## src/rtl/rr_sched4.sv

```systemverilog
// Four-client round-robin scheduler for one shared resource: rotating 2-bit priority pointer,
// exclusive one-hot grant, release on done/withdraw (plus hold timeout when RR_SCHED4_TIMEOUT_EN is defined).
module rr_sched4 #(
    parameter int unsigned HOLD_CYCLES = 8
) (
    input  logic       clk,
    input  logic       rst,
    input  logic [3:0] req,
    input  logic       done,
    output logic [3:0] gnt,
    output logic [1:0] gnt_id,
    output logic       busy,
    output logic       timeout
);

    typedef enum logic {
        S_IDLE  = 1'b0,
        S_GRANT = 1'b1
    } state_t;

    state_t     state_q;
    logic [1:0] ptr_q;
    logic [3:0] gnt_q;
    logic [1:0] gnt_id_q;
    logic       busy_q;

    logic [3:0] req_rot;
    logic [1:0] win_off;
    logic [1:0] winner;
    logic       owner_req;
    logic       hold_expired;
    logic       release_now;

    if (HOLD_CYCLES < 2 || HOLD_CYCLES > 255) begin : g_bad_hold
        $error("rr_sched4: HOLD_CYCLES must be within 2..255");
    end

    // req_rot[k] is the request of the client k places after the pointer, so the
    // lowest set bit is the round-robin winner.
    for (genvar gi = 0; gi < 4; gi++) begin : g_rot
        assign req_rot[gi] = req[ptr_q + 2'(gi)];
    end

    always_comb begin
        win_off = 2'd0;
        for (int k = 3; k >= 0; k--) begin
            if (req_rot[k]) begin
                win_off = 2'(k);
            end
        end
    end

    assign winner      = ptr_q + win_off;
    assign owner_req   = req[gnt_id_q];
    assign release_now = done || !owner_req || hold_expired;

`ifdef RR_SCHED4_TIMEOUT_EN
    logic [7:0] hold_q;
    logic       timeout_q;

    assign hold_expired = (hold_q == 8'(HOLD_CYCLES - 1));
    assign timeout      = timeout_q;
`else
    assign hold_expired = 1'b0;
    assign timeout      = 1'b0;
`endif

    always_ff @(posedge clk) begin
        if (rst) begin
            state_q   <= S_IDLE;
            ptr_q     <= 2'd0;
            gnt_q     <= 4'b0000;
            gnt_id_q  <= 2'd0;
            busy_q    <= 1'b0;
`ifdef RR_SCHED4_TIMEOUT_EN
            hold_q    <= 8'd0;
            timeout_q <= 1'b0;
`endif
        end else begin
`ifdef RR_SCHED4_TIMEOUT_EN
            timeout_q <= 1'b0;
`endif
            case (state_q)
                S_IDLE: begin
                    if (|req) begin
                        state_q  <= S_GRANT;
                        gnt_q    <= 4'b0001 << winner;
                        gnt_id_q <= winner;
                        busy_q   <= 1'b1;
`ifdef RR_SCHED4_TIMEOUT_EN
                        hold_q   <= 8'd0;
`endif
                    end
                end
                S_GRANT: begin
                    if (release_now) begin
                        state_q <= S_IDLE;
                        gnt_q   <= 4'b0000;
                        busy_q  <= 1'b0;
                        ptr_q   <= gnt_id_q + 2'd1;
`ifdef RR_SCHED4_TIMEOUT_EN
                        // The pulse is only for a revocation the timer alone caused.
                        timeout_q <= hold_expired && !done && owner_req;
`endif
                    end else begin
`ifdef RR_SCHED4_TIMEOUT_EN
                        if (hold_q != 8'hFF) begin
                            hold_q <= hold_q + 8'd1;
                        end
`endif
                    end
                end
                default: begin
                    state_q <= S_IDLE;
                end
            endcase
        end
    end

    assign gnt    = gnt_q;
    assign gnt_id = gnt_id_q;
    assign busy   = busy_q;

endmodule
```

## config.mk

```make
export PLATFORM = sky130hd
export DESIGN_NAME = rr_sched4
export DESIGN_NICKNAME = d
export VERILOG_FILES = /design/src/rtl/rr_sched4.sv
export SDC_FILE = /design/constraint.sdc
export NUM_CORES = 1
export LEC_CHECK = 0
export ABC_AREA = 1
export ABC_CLOCK_PERIOD_IN_PS = 4650
export CORE_MARGIN = 2
export CORE_UTILIZATION = 38
export DETAILED_ROUTE_END_ITERATION = 6
export GPL_ROUTABILITY_DRIVEN = 0
export MAX_ROUTING_LAYER = met4
export SKIP_CTS_REPAIR_TIMING = 1
export SYNTH_ARGS = -nofsm -noshare
export SYNTH_HDL_FRONTEND = slang
export SYNTH_SLANG_ARGS = --single-unit
export TNS_END_PERCENT = 30
```

## constraint.sdc

```tcl
create_clock -name clk -period 4.65 [get_ports clk]
set_clock_uncertainty 0.2 [all_clocks]
set_input_delay 0.6975 -clock clk [delete_from_list [all_inputs] [get_ports clk]]
set_output_delay 0.6975 -clock clk [all_outputs]
set_load 0.005 [all_outputs]
```

## Word-level counts from Yosys, hierarchy flattened

Index checks and enable logic that the tools add are counted.

- Register bits after elaboration: 10
- Word-level logic and storage cells: 48

- Equal/unequal tests: 2
- $lt $le $gt $ge: 5
- Bitwise operators: 1
- Add/sub/neg operators: 5
- Shift-type cells: 1
- Reductions and logical operators: 6
- Mux-type cells: 23

Operator list:

| kind | number |
|---|---|
| less-than comparator 2 x 3 -> 1 bit, second input constant | 5 |
| binary-select mux 1 bit (select 2 bit) | 5 |
| two-way mux 1 bit | 9 |
| two-way mux 2 bit | 4 |
| two-way mux 4 bit | 2 |
| one-hot mux 4 bit (2 select lines) | 1 |
| AND reduction 2 bit | 3 |
| adder 2 x 1 -> 2 bit, second input constant | 2 |
| adder 2 bit, second input constant | 2 |
| one-hot mux 1 bit (2 select lines) | 2 |
| OR reduction 4 bit | 1 |
| << shifter 1 x 2 -> 4 bit, first input constant | 1 |
| adder 2 bit | 1 |
| != test 2 x 1 -> 1 bit, second input constant | 1 |
| != test 2 bit, second input constant | 1 |
| zero test 1 bit | 1 |
| logical OR 1 bit | 1 |
| inverter 1 bit | 1 |

## Depth between registers and ports, before layout

Gate-level depths: netlist of the first run.

- Depth after elaboration: 11
- Gate-level depth with buffers: 15

## Worst setup path before layout of the first run

Ideal clock, no wire load.

- Path kind: in2reg
- Start point: input req[1]
- End point: register gnt_id_q[1] (netlist: gnt_id[1])
- Data required time: 4.337 ns
- Path buffers: 0
- Arrival time: 1.856 ns
- Library setup time: 0.113 ns
- Stages: 14
- Setup slack: 2.481 ns
- Cells stage by stage: inv_1 -> nand2_1 -> nand2_1 -> nand2_1 -> nand2_1 -> a31oi_1 -> nor2_1 -> ha_1 -> xor2_1 -> inv_1 -> nand3_2 -> nand2_2 -> o21ai_1 -> inv_1

- Word-level cells in the longest chain between the ends: 7

RTL lines:

| what | RTL line | RTL |
|---|---|---|
| start, declared | 8 | `input logic [3:0] req,` |
| binary-select mux 1 bit (select 2 bit) | 41 | `assign req_rot[gi] = req[ptr_q + 2'(gi)];` |
| two-way mux 1 bit (implied by the code) | 41 |  |
| two-way mux 2 bit (4 in a row) | 47 | `if (req_rot[k]) begin` |
| adder 2 bit | 53 | `assign winner = ptr_q + win_off;` |
| end signal, assigned | 88 | `gnt_id_q <= winner;` |
| end, declared | 24 | `logic [1:0] gnt_id_q;` |

Several ways; a longest one is shown, not always the timed one. The select of a mux whose other input is x is not followed.
A chain may end at the register's enable or synchronous reset.

## Final worst setup path of the first run

Ends and elaborated chain as after synthesis.

==> key figures, run 1 <==
Route
  • Vias per cell: 4.45
  • Via count: between 600 and 700
  • Routed wire length: 1460 um
  • Initial drt markers: 11
  • 1st-pass router iterations: 4
  • DRC errors left: 0
  • Antenna-violating nets left: 0
  • Wire per inst: a little under 10 um

Power and ir drop
  • Sw frac: 37.1%
  • Leak: between 0.4 and 0.5 nW
  • Peak VDD IR: roughly 0.21 mV
  • Pwr Density: slightly below 400 mW/mm^2
  • Gate power share: between 40% and 50%
  • Cell Int Power: 210 uW
  • P_sw: ~120 uW
  • Power, Total: between 300 and 400 uW
  • Clock share of power: a little under a quarter
  • Sequential Power Share: approximately a third

STA
  • Final setup violation count: 0
  • Setup TNS: 0 ns
  • Final min period: 2.56 ns
  • Period utilization: around 55%
  • Max frequency: between 0.3 and 0.4 GHz
  • Hold Violations, Final: 0
  • Pins Over Slew Limit: 0
  • RSZ-0062 raised after global routing: no

Worst setup path
  • Worst setup EP type: flop
  • R2r worst-path depth: 14
  • Worst Path Max Fanout: 3
  • Flop2flop setup slack: approximately 2.3 ns
  • Worst R2R End: gnt_id[1]
  • Crit path kind: primary input to flop
  • R2R Path Start: ptr_q[0]
  • Req. time, crit path: roughly 4.6 ns
  • Arrival time at the worst endpoint: between 2 and 3 ns
  • Setup crit start kind: primary input

GRT
  • GR Util met2: a little under a quarter
  • Initial antenna violation count: 0
  • Global Route Usage Sum: 16.5%
  • Number of global-route vias before repair: approximately 570
  • First-pass GRT wire length: 2390 um
  • Gr ovfl total: 0
  • Largest net degree at the start of global routing: 11
  • Gr busiest metal: met2
  • Met1 GRT Util: a little under a quarter
  • Met3 GRT Util: ~2.4%

Layout
  • Core Util, Final: between 50 and 60%
  • Final #Nets: approximately 140
  • Area grow syn2layout: 26.3%
  • Fraction of layout cells with a size suffix above 1: 11.0%
  • Fill count: 198
  • N_diodes: 0

Synth
  • Mapped Area: around 680 um^2
  • Syn. warnings: 0
  • Synth unique cells: 22
  • Mapped Cells: between 100 and 150
  • Sequential-to-total area share from yosys stat: between 20 and 30%
  • Syn avg cell area: ~6.1 um^2
  • Syn nets: 120
  • FF+latch count, synth: 10

Clock tree
  • Sink Count: 10
  • TritonCTS Buffers: 3
  • Worst skew pair latency: 0.27 ns
  • CTS tree: yes
  • H-tree levels: 1
  • Root Buffer Master: clkbuf_4
  • Reg clk slew, reported paths: 0.07 ns
  • CTS max path bufs: 2

Worst hold path
  • Hold path depth: 2
  • HP Class: flop to flop
  • Hold worst-path end: gnt[0]
  • Hold wc startpoint: gnt[0]

Job
  • Max-Cap Viols: 0

Die
  • Starting Density: approximately two fifths
  • Die Wd: between 40 and 50 um
  • Die height: roughly 46 um
  • CORE AREA: between 0.0015 and 0.002 mm^2
  • # IOs: 15
  • Cell row count: 15
  • Full die area: around 0.0021 mm^2

Placement
  • HPWL after DPL: approximately 1200 um
  • Port Buffers: 13

Outcome
  • Status: complete, no violations
## cells by family (layout without fill, tap and decap cells)
logic type      Yosys count  after routing  synth area share (%)
fa+ha+maj                 1              1                  1.84
other cells               1              1                 0.552
buf+inv                  17             32                  11.8
xor+xnor                  2              2                  2.58
compound gates           11             11                  8.66
flops                    10             10                  29.5
simple gates             70             70                  45.1
## cell usage after synthesis, drive strengths merged
| library cell | instances | area, um^2 |
|---|---|---|
| nand4 | 1 | 6.26 |
| nor2 | 10 | 45.0 |
| inv | 14 | 52.6 |
| nand3 | 8 | 45.0 |
| buf | 2 | 18.8 |
| clkinv | 1 | 8.76 |
| xor2 | 2 | 17.5 |
| nand3b | 1 | 7.51 |
| a31oi | 1 | 6.26 |
| ha | 1 | 12.5 |
| a211oi | 1 | 7.51 |
| dfxtp | 10 | 200 |
| o21ai | 3 | 15.0 |
| nand2 | 50 | 203 |
| a21oi | 6 | 30.0 |
| conb | 1 | 3.75 |
## cells in the final DEF, fill, tap and decap left out, types with 2 or more instances in the layout
| cell type | count |
|---|---|
| nor2_1 | 9 |
| dfxtp_1 | 10 |
| nand3_1 | 7 |
| nand2_2 | 6 |
| o21ai_0 | 2 |
| nand2_1 | 44 |
| xor2_1 | 2 |
| a21oi_1 | 6 |
| clkdlybuf4s50_1 | 13 |
| clkbuf_4 | 3 |
| inv_1 | 13 |
## power groups by stage
stage	clock [mW]	sequential [mW]	combinational, mW
after detailed placement	0	0.118	0.138
after CTS	0.0806	0.116	0.138
after global placement	0	0.118	0.136
final	0.0795	0.117	0.137
after global routing	0.0839	0.119	0.156
after floorplan	0	0.114	0.0978
## sequential cells by signal, summed over array words and instances, names as in the netlist
| register | flops |
|---|---|
| gnt | 4 |
| gnt_id | 2 |
| ptr_q | 2 |
| busy | 1 |
| state_q | 1 |
## per-stage QoR
stage | setup slack, ns | hold slack [ns] | std cells | cell area [um^2]
global placement | 1.84 | 0.257 | 148 | 822
CTS | 2.09 | 0.264 | 152 | 858
detailed placement | 1.80 | 0.254 | 148 | 822
global route | 1.94 | 0.298 | 152 | 858
finish | 2.09 | 0.262 | 152 | 858
floorplan | 2.48 | 0.254 | 112 | 679
## worst max path at each step
stage,startpoint,to,slack (ns),depth (start not counted)
2_1_floorplan,req[1],gnt_id[1],2.48,14
3_3_place_gp,req[3],gnt_id[1],1.84,15
3_5_place_dp,req[2],gnt_id[1],1.80,15
4_1_cts,req[2],gnt_id[1],2.09,15
5_1_grt,req[0],gnt_id[1],1.94,15
6_report,req[1],gnt_id[1],2.09,15
## routing by layer
layer  part of all wire (%)  vias to the layer above  routed length, um
li1                       -                      380                  -
met1                     52                      284                759
met2                     45                       11                666
met3                    1.8                        2                 27
met4                   0.68                        0                 10
met5                      0                        -                  0
## critical path: stages
cell	delay [ns]
clkdlybuf4s50_1	0.51
inv_1	0.08
nand2_1	0.08
nand2_1	0.06
nand2_1	0.05
nand2_1	0.06
a31oi_1	0.13
nor2_1	0.06
ha_1	0.18
xor2_1	0.20
inv_1	0.08
nand3_2	0.10
nand2_2	0.07
o21ai_1	0.12
inv_1	0.04
## layout make-up
cell class                 count  area (um^2)  area share (%)
sequential                    10          200            23.3
multi-input combinational     85          399            46.5
inverter                      15         61.3            7.14
timing repair buffer          13          130            15.2
tap                           25         31.3            3.64
clock buffer                   4         36.3            4.23
Power figures use the tool's default switching activity.
==> run 2, diff against run 1 <==
- ABC_CLOCK_PERIOD_IN_PS: 4650 -> 2560
- clock period: 4.65 -> 2.56 ns (I/O delays scaled with it)
==> run 2 against run 1 <==
Against the previous run:
- routed wire length down 3.2%
- critical endpoint unchanged
- setup slack got worse by 1.8 ns
- count of clock-buffer cells in the layout is the same
- critical path type unchanged
==> key figures, run 2 (same netlist as run 1, synthesis figures left out) <==
Power and ir drop
  • Leak: 0.439 nW (was 0.434 nW)
  • Clock share of power: 23.4% (was 23.9%)
  • Pwr Density: 697 mW/mm^2 (was 388 mW/mm^2)
  • P_sw: 220 uW (was 124 uW)
  • Power, Total: 603 uW (was 333 uW)
  • Peak VDD IR: 0.388 mV (was 0.209 mV)
  • Sequential Power Share: 34.8% (was 35.0%)
  • Sw frac: 36.5% (was 37.1%)
  • Cell Int Power: 383 uW (was 210 uW)
  • Gate power share: 41.8% (was 41.2%)

Clock tree
  • Root Buffer Master: clkbuf_4 (unchanged)
  • CTS tree: yes (unchanged)
  • Reg clk slew, reported paths: 0.07 ns (about the same)
  • Worst skew pair latency: 0.26 ns (was 0.27 ns)
  • Sink Count: 10 (unchanged)
  • TritonCTS Buffers: 3 (unchanged)
  • H-tree levels: 1 (unchanged)
  • CTS max path bufs: 2 (unchanged)

Layout
  • Leading cell type in the layout, fill and taps excluded: nand2_1 (unchanged)
  • Fill count: 182 (was 198)
  • Multi-input logic area: 399 um^2 (unchanged)
  • Final #Nets: 137 (was 136)
  • Number of flip-flops in the largest register: 4 (unchanged)
  • Register area: 200 um^2 (unchanged)
  • Fraction of layout cells with a size suffix above 1: 11.7% (was 11.0%)
  • Most frequent cells in the layout: 44 x nand2_1, 13 x inv_1, 13 x clkdlybuf4s50_1, 10 x dfxtp_1, 9 x nor2_1 (unchanged)
  • N_diodes: 0 (unchanged)
  • Area grow syn2layout: 27.4% (was 26.3%)
  • Final instance area: 866 um^2 (was 858 um^2)

Worst setup path
  • Worst R2R End: gnt_id[1] (unchanged)
  • Arrival time at the worst endpoint: 2.22 ns (was 2.53 ns)
  • R2R Path Start: ptr_q[0] (unchanged)
  • Worst Path Max Fanout: 3 (unchanged)
  • Crit path kind: primary input to flop (unchanged)
  • Flop2flop setup slack: 0.34 ns (was 2.32 ns)
  • Req. time, crit path: 2.52 ns (was 4.62 ns)
  • Setup crit start kind: primary input (unchanged)
  • R2r worst-path depth: 14 (unchanged)
  • Worst setup EP type: flop (unchanged)

Worst hold path
  • Hold wc startpoint: gnt[2] (was gnt[0])
  • Hold path depth: 2 (unchanged)
  • HP Class: flop to flop (unchanged)
  • Hold worst-path end: gnt[2] (was gnt[0])

Route
  • Routed wire length: 1420 um (was 1460 um)
  • 1st-pass router iterations: 4 (unchanged)
  • Vias per cell: 4.40 (was 4.45)
  • Antenna-violating nets left: 0 (unchanged)
  • Wire per inst: 9.26 um (was 9.63 um)
  • DRC errors left: 0 (unchanged)
  • Via count: 673 (was 677)
  • Initial drt markers: 7 (was 11)

STA
  • Min setup slack post-route: 0.301 ns (was 2.09 ns)
  • Pins Over Slew Limit: 0 (unchanged)
  • Period utilization: between 80 and 90%
  • Max frequency: between 0.4 and 0.5 GHz
  • WHS: 0.265 ns (was 0.262 ns)
  • RSZ-0062 raised after global routing: no (unchanged)
  • Final min period: roughly 2.3 ns
  • Hold Violations, Final: 0 (unchanged)
  • Setup TNS: 0 ns (unchanged)
  • Final setup violation count: 0 (unchanged)

Die
  • Starting Density: 39.8% (unchanged)
  • CORE AREA: 0.00171 mm^2 (unchanged)
  • Full die area: 0.00214 mm^2 (unchanged)
  • Die height: 46.3 um (unchanged)
  • # IOs: 15 (unchanged)
  • Cell row count: 15 (unchanged)
  • Die Wd: 46.3 um (unchanged)

Placement
  • Port Buffers: 13 (unchanged)
  • HPWL after DPL: 1170 um (about the same)
  • Pre-CTS setup slack: 0.0331 ns (was 1.80 ns)
  • Placement Cell Area: 830 um^2 (was 822 um^2)

Outcome
  • Status: complete, no violations (unchanged)

GRT
  • Largest net degree at the start of global routing: 10 (was 11)
  • Met3 GRT Util: 3.53% (was 2.35%)
  • Global Route Usage Sum: 16.7% (was 16.5%)
  • Gr busiest metal: met2 (unchanged)
  • Initial antenna violation count: 0 (unchanged)
  • Gr ovfl total: 0 (unchanged)
  • GR Util met2: 25.8% (was 23.3%)
  • First-pass GRT wire length: 2500 um (was 2390 um)
  • Met1 GRT Util: 21.8% (was 22.5%)
  • Number of global-route vias before repair: 608 (was 574)

Job
  • Max-Cap Viols: 0 (unchanged)
==> run 2: changes by cell type in the layout (fill, tap and decap cells not counted) <==
cell and delta:
buf_4 +1
==> run 2: layout make-up <==
class | count | area share (%)
clock buffer | 4 | 4.19
inverter | 15 | 7.08
multi-input combinational | 85 | 46.1
sequential | 10 | 23.1
tap | 25 | 3.61
timing repair buffer | 14 | 15.9
==> run 2: power groups by stage <==
stage / clock [mW] / sequential (mW) / combinational, mW
after floorplan: 0 / 0.207 / 0.178
after global placement: 0 / 0.213 / 0.253
after detailed placement: 0 / 0.213 / 0.254
after CTS: 0.147 / 0.210 / 0.256
after global routing: 0.152 / 0.214 / 0.292
final: 0.141 / 0.210 / 0.252
==> run 2: worst max-delay path by stage <==
| stage | depth (start not counted) | start | slack, ns | to |
|---|---|---|---|---|
| after floorplan | 15 | ptr_q[0] | 0.57 | gnt_id[1] |
| after global placement | 15 | req[1] | 0.04 | gnt_id[1] |
| after detailed placement | 15 | req[1] | 0.03 | gnt_id[1] |
| after CTS | 15 | req[1] | 0.31 | gnt_id[1] |
| after global routing | 15 | req[1] | 0.09 | gnt_id[1] |
| final | 15 | req[1] | 0.30 | gnt_id[1] |
==> run 2: through the flow <==
| stage | utilization (%) | std cells |
|---|---|---|
| after floorplan | - | 112 |
| after global placement | 48.6 | 149 |
| after detailed placement | 48.6 | 149 |
| after CTS | 50.7 | 153 |
| after global routing | 50.7 | 153 |
| final | 50.7 | 153 |
==> run 2: metal layers <==
metal | up-vias | routed length, um
met5 | - | 0
met3 | 0 | 15
met1 | 293 | 746
met4 | 0 | 0
met2 | 4 | 656
li1 | 376 | -
==> run 2: worst max-delay path, stage by stage <==
cell and delay [ns]:
clkdlybuf4s50_1 0.52, inv_1 0.08, nand2_1 0.08, nand2_1 0.06, nand2_1 0.05, nand2_1 0.07, a31oi_1 0.13, nor2_1 0.06
ha_1 0.18, xor2_1 0.20, inv_1 0.08, nand3_2 0.10, nand2_2 0.07, o21ai_1 0.11, inv_1 0.04
==> run 3, diff against run 2 <==
- CORE_MARGIN: 2 -> not set
==> run 3 against run 2 <==
Against the previous run:
- sequential share of layout area up 0.41 points
- design area down 1.7%
- sequential power about the same
- non-clock buffer count unchanged
- die area down 8.5%
- routed wire length up 0.78%
- power down 6.3%
- utilization up 2.7 points
- largest power group unchanged
- hold slack worse by 0.0026 ns
- flip-flop and latch count unchanged
==> key figures, run 3 (same netlist as run 1, synthesis figures left out) <==
Power and ir drop
  • Sw frac: 37.9% (was 36.5%)
  • Clock share of power: 18.4% (was 23.4%)
  • Leak: 0.432 nW (was 0.439 nW)
  • Cell Int Power: 351 uW (was 383 uW)
  • Peak VDD IR: 0.349 mV (was 0.388 mV)
  • Pwr Density: 665 mW/mm^2 (was 697 mW/mm^2)
  • Power, Total: 565 uW (was 603 uW)
  • Gate power share: 44.6% (was 41.8%)
  • Sequential Power Share: 37.0% (was 34.8%)
  • P_sw: 214 uW (was 220 uW)

Layout
  • Core Util, Final: 53.4% (was 50.7%)
  • N_diodes: 0 (unchanged)
  • Number of flip-flops in the largest register: 4 (unchanged)
  • Fill count: 169 (was 182)
  • Most frequent cells in the layout: 44 x nand2_1, 13 x inv_1, 13 x clkdlybuf4s50_1, 10 x dfxtp_1, 9 x nor2_1 (unchanged)
  • Fraction of layout cells with a size suffix above 1: 11.0% (was 11.7%)
  • Area grow syn2layout: 25.2% (was 27.4%)
  • Leading cell type in the layout, fill and taps excluded: nand2_1 (unchanged)
  • Final #Nets: 137 (unchanged)

Route
  • DRC errors left: 0 (unchanged)
  • Initial drt markers: 12 (was 7)
  • Antenna-violating nets left: 0 (unchanged)
  • Via count: 695 (was 673)
  • Routed wire length: 1430 um (was 1420 um)
  • Vias per cell: 4.60 (was 4.40)
  • Wire per inst: 9.46 um (was 9.26 um)
  • 1st-pass router iterations: 4 (unchanged)

STA
  • Period utilization: 88.8% (was 88.2%)
  • Hold Violations, Final: 0 (unchanged)
  • Final min period: 2.27 ns (was 2.26 ns)
  • RSZ-0062 raised after global routing: no (unchanged)
  • Pins Over Slew Limit: 0 (unchanged)
  • Max frequency: 0.440 GHz (was 0.443 GHz)
  • Setup TNS: 0 ns (unchanged)
  • Min setup slack post-route: 0.287 ns (was 0.301 ns)
  • Final setup violation count: 0 (unchanged)

Die
  • Die Wd: 44.3 um (was 46.3 um)
  • # IOs: 15 (unchanged)
  • Cell row count: 14 (was 15)
  • Starting Density: 42.6% (was 39.8%)
  • CORE AREA: 0.00159 mm^2 (was 0.00171 mm^2)
  • Die height: 44.3 um (was 46.3 um)
  • Full die area: 0.00196 mm^2 (was 0.00214 mm^2)

GRT
  • Global Route Usage Sum: 17.9% (was 16.7%)
  • Gr ovfl total: 0 (unchanged)
  • Initial antenna violation count: 0 (unchanged)
  • Number of global-route vias before repair: 606 (was 608)
  • Largest net degree at the start of global routing: 10 (unchanged)
  • First-pass GRT wire length: 2530 um (was 2500 um)

Clock tree
  • CTS max path bufs: 2 (unchanged)
  • Reg clk slew, reported paths: 0.06 ns (was 0.07 ns)
  • TritonCTS Buffers: 3 (unchanged)
  • H-tree levels: 1 (unchanged)
  • Worst skew pair latency: 0.26 ns (about the same)
  • Sink Count: 10 (unchanged)
  • CTS tree: yes (unchanged)
  • Root Buffer Master: clkbuf_4 (unchanged)

Job
  • Max-Cap Viols: 0 (unchanged)

Outcome
  • Status: complete, no violations (unchanged)

Worst setup path
  • Setup crit start kind: primary input (unchanged)
  • Worst setup EP type: flop (unchanged)
  • Req. time, crit path: 2.52 ns (about the same)
  • Crit path kind: primary input to flop (unchanged)
  • Worst Path Max Fanout: 3 (unchanged)
  • Arrival time at the worst endpoint: 2.23 ns (was 2.22 ns)

Worst hold path
  • HP Class: flop to flop (unchanged)

Placement
  • HPWL after DPL: 1140 um (was 1170 um)
  • Port Buffers: 13 (unchanged)
  • Pre-CTS setup slack: 0.0171 ns (was 0.0331 ns)
## run 3: path summary, 6_finish.rpt
path / cells past startpoint / slack [ns] / endpoint / startpoint
setup reg to reg: 14 / 0.29 / gnt_id[1] / ptr_q[0]
hold reg to reg: 2 / 0.26 / gnt[1] / gnt[1]
setup / recovery: 15 / 0.29 / gnt_id[1] / req[1]
hold / removal: 2 / 0.26 / gnt[1] / gnt[1]
## run 3: cell type report
type	instances	area, um^2	share of cell area (%)
clock buffers	3	22.5	2.65
inverters	15	61.3	7.21
multi-input cells	85	399	46.9
flip-flops and latches	10	200	23.5
well taps	24	30.0	3.53
repair buffers	14	138	16.2
## run 3: power groups by stage
stage | sequential (mW) | combinational (mW) | clock (mW)
2_1_floorplan | 0.207 | 0.178 | 0
3_3_place_gp | 0.213 | 0.253 | 0
3_5_place_dp | 0.212 | 0.255 | 0
4_1_cts | 0.209 | 0.256 | 0.106
5_1_grt | 0.212 | 0.289 | 0.116
6_report | 0.209 | 0.252 | 0.104
## run 3: per-layer routing
| metal | wire [um] | track usage [%] | vias up |
|---|---|---|---|
| li1 | - | - | 380 |
| met1 | 731 | 24.4 | 298 |
| met2 | 622 | 26.5 | 12 |
| met3 | 44 | 1.22 | 5 |
| met4 | 29 | 9.09 | 0 |
| met5 | 0 | - | - |
## run 3: metrics by stage
step / hold WS, ns / cells / instance area (um^2)
finish: 0.263 / 151 / 851
CTS: 0.265 / 151 / 851
global route: 0.282 / 151 / 851
floorplan: 0.253 / 112 / 679
detailed placement: 0.255 / 148 / 828
global placement: 0.254 / 148 / 828
## run 3: critical path, cell delays in order
cell and delay, ns:
clkdlybuf4s50_1 0.51, inv_1 0.08, nand2_1 0.07, nand2_1 0.06, nand2_1 0.06, nand2_1 0.06
a31oi_1 0.13, nor2_1 0.06, ha_1 0.18, xor2_1 0.21, inv_1 0.08, nand3_2 0.10
nand2_2 0.08, o21ai_1 0.12, inv_1 0.05
